<file path="src/rtl/vbw_mul_seq.sv">
// Iterative radix-2 shift-add multiplier with variable lane width.
// A 64-bit operand pair is split into 1x64, 2x32, 4x16 or 8x8 lanes. Each lane produces its
// product modulo 2^lane_width, one partial product per cycle, through a lane-segmented add.
// Optional build macro VBW_MUL_EARLY_EXIT_EN: finish as soon as the remaining multiplier bits
// are all zero instead of always running lane-width iterations.
module vbw_mul_seq #(
  parameter int unsigned WIDTH = 64
) (
  input  logic             clk,
  input  logic             rst_n,
  input  logic             in_valid,
  output logic             in_ready,
  input  logic [WIDTH-1:0] a,
  input  logic [WIDTH-1:0] b,
  input  logic [1:0]       control,
  output logic             out_valid,
  input  logic             out_ready,
  output logic [WIDTH-1:0] s,
  output logic             busy
);

  localparam int unsigned NumBytes = WIDTH / 8;

  typedef enum logic [1:0] {StIdle, StRun, StDone} state_e;

  state_e               state_q, state_d;
  logic [WIDTH-1:0]     mcand_q, mplier_q, acc_q;
  logic [1:0]           mode_q;
  logic [5:0]           cnt_q;

  logic [NumBytes-1:0]  byte_start;  // byte j is the lowest byte of a lane
  logic [NumBytes-1:0]  byte_en;     // lane of byte j adds the multiplicand this cycle
  logic [5:0]           last_cnt;
  logic [WIDTH-1:0]     start_bits, msb_bits;
  logic [WIDTH-1:0]     acc_sum, mcand_shl, mplier_shr;
  logic                 accept, run_last;

  assign accept = (state_q == StIdle) && in_valid;

  // Lane boundaries and iteration limit for the latched mode
  always_comb begin
    byte_start = '0;
    last_cnt   = '0;
    unique case (mode_q)
      2'b00: begin byte_start = 8'b0000_0001; last_cnt = 6'd63; end
      2'b01: begin byte_start = 8'b0001_0001; last_cnt = 6'd31; end
      2'b10: begin byte_start = 8'b0101_0101; last_cnt = 6'd15; end
      2'b11: begin byte_start = 8'b1111_1111; last_cnt = 6'd7;  end
    endcase
  end

  // Bit-level lane start/MSB masks and per-byte add enables
  always_comb begin
    logic en_cur;
    start_bits = '0;
    byte_en    = '0;
    en_cur     = 1'b0;
    for (int j = 0; j < NumBytes; j++) begin
      start_bits[8*j] = byte_start[j];
      if (byte_start[j]) en_cur = mplier_q[8*j];
      byte_en[j] = en_cur;
    end
    msb_bits = {1'b1, start_bits[WIDTH-1:1]};
  end

  // Lane-segmented add: carry into the lowest byte of every lane is forced to zero
  always_comb begin
    logic       carry;
    logic [8:0] part;
    acc_sum = '0;
    carry   = 1'b0;
    part    = '0;
    for (int j = 0; j < NumBytes; j++) begin
      part = {1'b0, acc_q[8*j +: 8]}
           + {1'b0, (byte_en[j] ? mcand_q[8*j +: 8] : 8'h00)}
           + {8'h00, (byte_start[j] ? 1'b0 : carry)};
      acc_sum[8*j +: 8] = part[7:0];
      carry             = part[8];
    end
  end

  // Per-lane shifts: nothing crosses a lane boundary
  assign mcand_shl  = (mcand_q << 1) & ~start_bits;
  assign mplier_shr = (mplier_q >> 1) & ~msb_bits;

`ifdef VBW_MUL_EARLY_EXIT_EN
  assign run_last = (cnt_q == last_cnt) || (mplier_shr == '0);
`else
  assign run_last = (cnt_q == last_cnt);
`endif

  // State register
  always_ff @(posedge clk or negedge rst_n) begin
    if (!rst_n) state_q <= StIdle;
    else        state_q <= state_d;
  end

  // Next-state logic
  always_comb begin
    state_d = state_q;
    unique case (state_q)
      StIdle:  if (in_valid)  state_d = StRun;
      StRun:   if (run_last)  state_d = StDone;
      StDone:  if (out_ready) state_d = StIdle;
      default:                state_d = StIdle;
    endcase
  end

  // Datapath registers: load on accept, iterate in RUN, hold otherwise
  always_ff @(posedge clk or negedge rst_n) begin
    if (!rst_n) begin
      mcand_q  <= '0;
      mplier_q <= '0;
      acc_q    <= '0;
      mode_q   <= '0;
      cnt_q    <= '0;
    end else if (accept) begin
      mcand_q  <= a;
      mplier_q <= b;
      acc_q    <= '0;
      mode_q   <= control;
      cnt_q    <= '0;
    end else if (state_q == StRun) begin
      mcand_q  <= mcand_shl;
      mplier_q <= mplier_shr;
      acc_q    <= acc_sum;
      cnt_q    <= cnt_q + 6'd1;
    end
  end

  // Outputs decoded from state; s always reflects the accumulator
  always_comb begin
    in_ready  = (state_q == StIdle);
    busy      = (state_q == StRun);
    out_valid = (state_q == StDone);
    s         = acc_q;
  end

endmodule

</file>
<file path="config.mk">
export PLATFORM = sky130hd
export DESIGN_NAME = vbw_mul_seq
export DESIGN_NICKNAME = d
export VERILOG_FILES = /design/src/rtl/vbw_mul_seq.sv
export SDC_FILE = /design/constraint.sdc
export NUM_CORES = 1
export LEC_CHECK = 0
export ABC_AREA = 1
export CAP_MARGIN = 10
export CELL_PAD_IN_SITES_DETAIL_PLACEMENT = 0
export CELL_PAD_IN_SITES_GLOBAL_PLACEMENT = 1
export CORE_UTILIZATION = 43
export CTS_CLUSTER_DIAMETER = 100
export DETAILED_ROUTE_END_ITERATION = 10
export GPL_ROUTABILITY_DRIVEN = 0
export PLACE_DENSITY = 0.95
export SLEW_MARGIN = 5
export SYNTH_ARGS = -nofsm -noshare
export SYNTH_HDL_FRONTEND = slang
export SYNTH_SLANG_ARGS = --single-unit
</file>
<file path="constraint.sdc">
create_clock -name clk -period 16 [get_ports clk]
set_input_delay 4 -clock clk [delete_from_list [all_inputs] [get_ports clk]]
set_output_delay 4 -clock clk [all_outputs]
set_load 0.03 [all_outputs]
</file>
==> reports/metrics.yaml <==
drc: 0
p_seq_share_pct: 28.4
finClkSkew_ns: 0.0188
yosys.area.top_type: "dfrtp_1"
grt_usage_pct: 22.6
layout-drive-gt1-share_pct: 3.78
synthCells: 1348
yosys-mux-area-fraction_pct: 0
ys.flop_type: "dfrtp_1"
power_frac_comb_pct: 56.1
grt_max_degree: 108
port_buffers: 200
die_area_mm2: 0.0270
path_class: "register to register"
fin_cells: 1870
outcome: "complete, no violations"
critPathSlowestCell: "dfrtp_1"
ctsHoldBuffers: 0
viasPerCell: 5.34
p_clk_share_pct: 15.5
grt_overflow: 0
tns_ns: 0
switchingPower_w: 0.00147
drv_slew: 0
ys_top_cells_by_area: "dfrtp_1 45%, nand2_1 11%, o221ai_1 8.5%"
crit_path_frequent_cell: "nand2_1"
synth_nets: 1554
synth.distinct_cells: 40
ys_seq_area_share_pct: 44.6
cts_tree: "yes"
placed_cells: 1830
dpl_cell_area_mm2: 0.0135
die_x_um: 164
syn-mean-instance-area_um2: 8.40
clock-sinks: 202
layout-area-overhead-vs-synth_pct: 25.5
swShare_pct: 45.9
ys_seq_elements: 202
synth-simple-area-share_pct: 17.9
relSlewSlack_pct: 22.3
drt_iter0_drc: 712
cts.path.max_buffers: 3
p_per_area_mw_per_mm2: 226
fin_crit_sh_pct: 71.1
initial_utilization_pct: 43.7
hold_violations: 0
route.vias.total: 9983
rows: 59
clkTransAtPathRegs_ns: 0.06
postCtsSetupRepairBufs: 0
clkLatencyLatePin_ns: 0.53
antennaDiodeCount: 0
cts-resized-gates: 0
setup_viol: 0
p_leak_nw: 6.57
dr.pass1.iters: 7
yosys_warnings: 0
period_needed_ns: 11.38
num_io_pins: 201
ys_async_sr_fraction_pct: 100
ant_nets: 0
synth-edff-count: 0
hpwl_um: 20700
synth-xor-area-share_pct: 0.773
yosysMostFrequentCell: "nand2_1"
grt_pass1_vias: 9996
grt_pass1_wl_um: 49000
final_area_mm2: 0.0142
cap_violations: 0
required_ns: 16.45
antenna_found_initial: 1
fp.dieH_um: 164
root_buffer: "clkbuf_16"
synth_top_family_by_area: "compound AO/OA/AOI/OAI gates"
drt_wl_total_um: 29500
crit_path_end_kind: "register"
cts_buffers: 23
wl_per_cell_um: 15.8
hold_path.class: "register to register"
h-tree-depth: 1
max_clock_freq_mhz: 87.9
synth_top_area_share_pct: 44.6
core_area_mm2: 0.0259
slowest_delay_ns: 0.50
tightest_slew_ns: 1.17
final_net_count: 1726
critical_path_arrival_ns: 11.83
intPower_w: 0.00173
synth_compound_area_share_pct: 18.0
nFillCells: 2342
start_kind: "register"
yosys.area_share.adder_pct: 8.95
ir_worst_vdd_uv: 116
rsz0062_at_grt: "false"
critPathMaxFanout: 9
ys_top_cells_by_count: "336 x nand2_1, 209 x inv_1, 202 x dfrtp_1, 110 x o221ai_1, 76 x nor2_1"
netlist_area_mm2: 0.0113
==> sequential cells by signal, indices dropped and copies added, names as in the netlist <==
signal	count
s	64
mode_q	2
cnt_q	6
mcand_q	64
state_q	2
mplier_q	64
==> layout by cell type, fill, tap and decap left out, types with 5 or more instances in the layout <==
cell             instances
o221ai_1               110
clkbuf_8                 5
o21ai_1                 25
clkbuf_16               23
clkbuf_1                 9
xor2_1                  10
dfrtp_1                202
inv_1                  209
fa_1                    15
nor2_1                  76
o21ai_0                 29
o211ai_1                19
buf_4                    7
o22ai_1                 18
and2_1                   8
a21oi_1                 65
clkdlybuf4s50_1        199
o31ai_1                  8
nand3_1                 45
nand2_1                336
nor3_1                  16
a32o_1                   7
ha_1                    57
==> power groups by stage <==
stage / clock network (W) / registers [W] / logic (W)
6_report: 0.000495 / 0.000912 / 0.00180
4_1_cts: 0.000508 / 0.000913 / 0.00181
5_1_grt: 0.000526 / 0.000937 / 0.00203
2_1_floorplan: 0 / 0.00103 / 0.00116
3_3_place_gp: 0 / 0.000914 / 0.00175
3_5_place_dp: 0 / 0.000920 / 0.00180
==> metal layers <==
layer	vias to the layer above	GRT usage [%]	share of wire, %
li1	4889	-	-
met1	4727	29.9	44
met2	307	37.9	47
met3	58	4.14	6.2
met4	2	6.44	2.9
met5	-	0	0.037
==> logic make-up (layout without fill, tap and decap cells) <==
kind of cell | Yosys count | in the layout
flip-flops | 202 | 202
buffers and inverters | 275 | 462
adder cells (fa/ha/maj) | 72 | 72
XOR/XNOR | 10 | 10
AND/OR/NAND/NOR | 496 | 496
AO/OA/AOI/OAI | 293 | 293
==> worst max-delay path: cells and delay by family (launching register included) <==
family,cells,cell delay [ns]
fa+ha+maj,16,6.52
simple gates,35,2.82
compound gates,9,0.82
buf+inv,10,0.67
flops,1,0.50
==> cell type report <==
cell class	count	area, µm²	share of cell area [%]
multi-input cells	871	5170	36.4
clock buffers	36	664	4.67
repair buffers	207	2060	14.5
well taps	335	419	2.95
flip-flops and latches	202	5050	35.6
inverters	215	815	5.73
clock inverters	4	35.0	0.246
==> per-stage QoR <==
stage | worst slack (ns) | utilization [%] | total power (W) | hold WS (ns)
floorplan | 5.64 | - | 0.00219 | 0.462
global placement | 4.95 | 52.2 | 0.00267 | 0.482
detailed placement | 4.67 | 52.2 | 0.00272 | 0.484
CTS | 4.63 | 54.9 | 0.00323 | 0.500
global route | 3.57 | 54.9 | 0.00349 | 0.517
finish | 4.62 | 54.9 | 0.00321 | 0.493
==> worst paths after layout <==
check,start,endpoint,slack [ns],cells past startpoint
setup / recovery,mplier_q[0]$_DFFE_PN0P_,s[62]$_DFFE_PN0P_,4.62,70
hold / removal,mcand_q[17]$_DFFE_PN0P_,mcand_q[17]$_DFFE_PN0P_,0.49,2
setup reg to reg,mplier_q[0]$_DFFE_PN0P_,s[62]$_DFFE_PN0P_,4.62,70
hold reg to reg,mcand_q[17]$_DFFE_PN0P_,mcand_q[17]$_DFFE_PN0P_,0.49,2
max in group asynchronous,rst_n,mplier_q[35]$_DFFE_PN0P_,11.16,2
min in group asynchronous,rst_n,mcand_q[27]$_DFFE_PN0P_,3.46,1
Note: power is estimated with default switching activity, not from simulation.
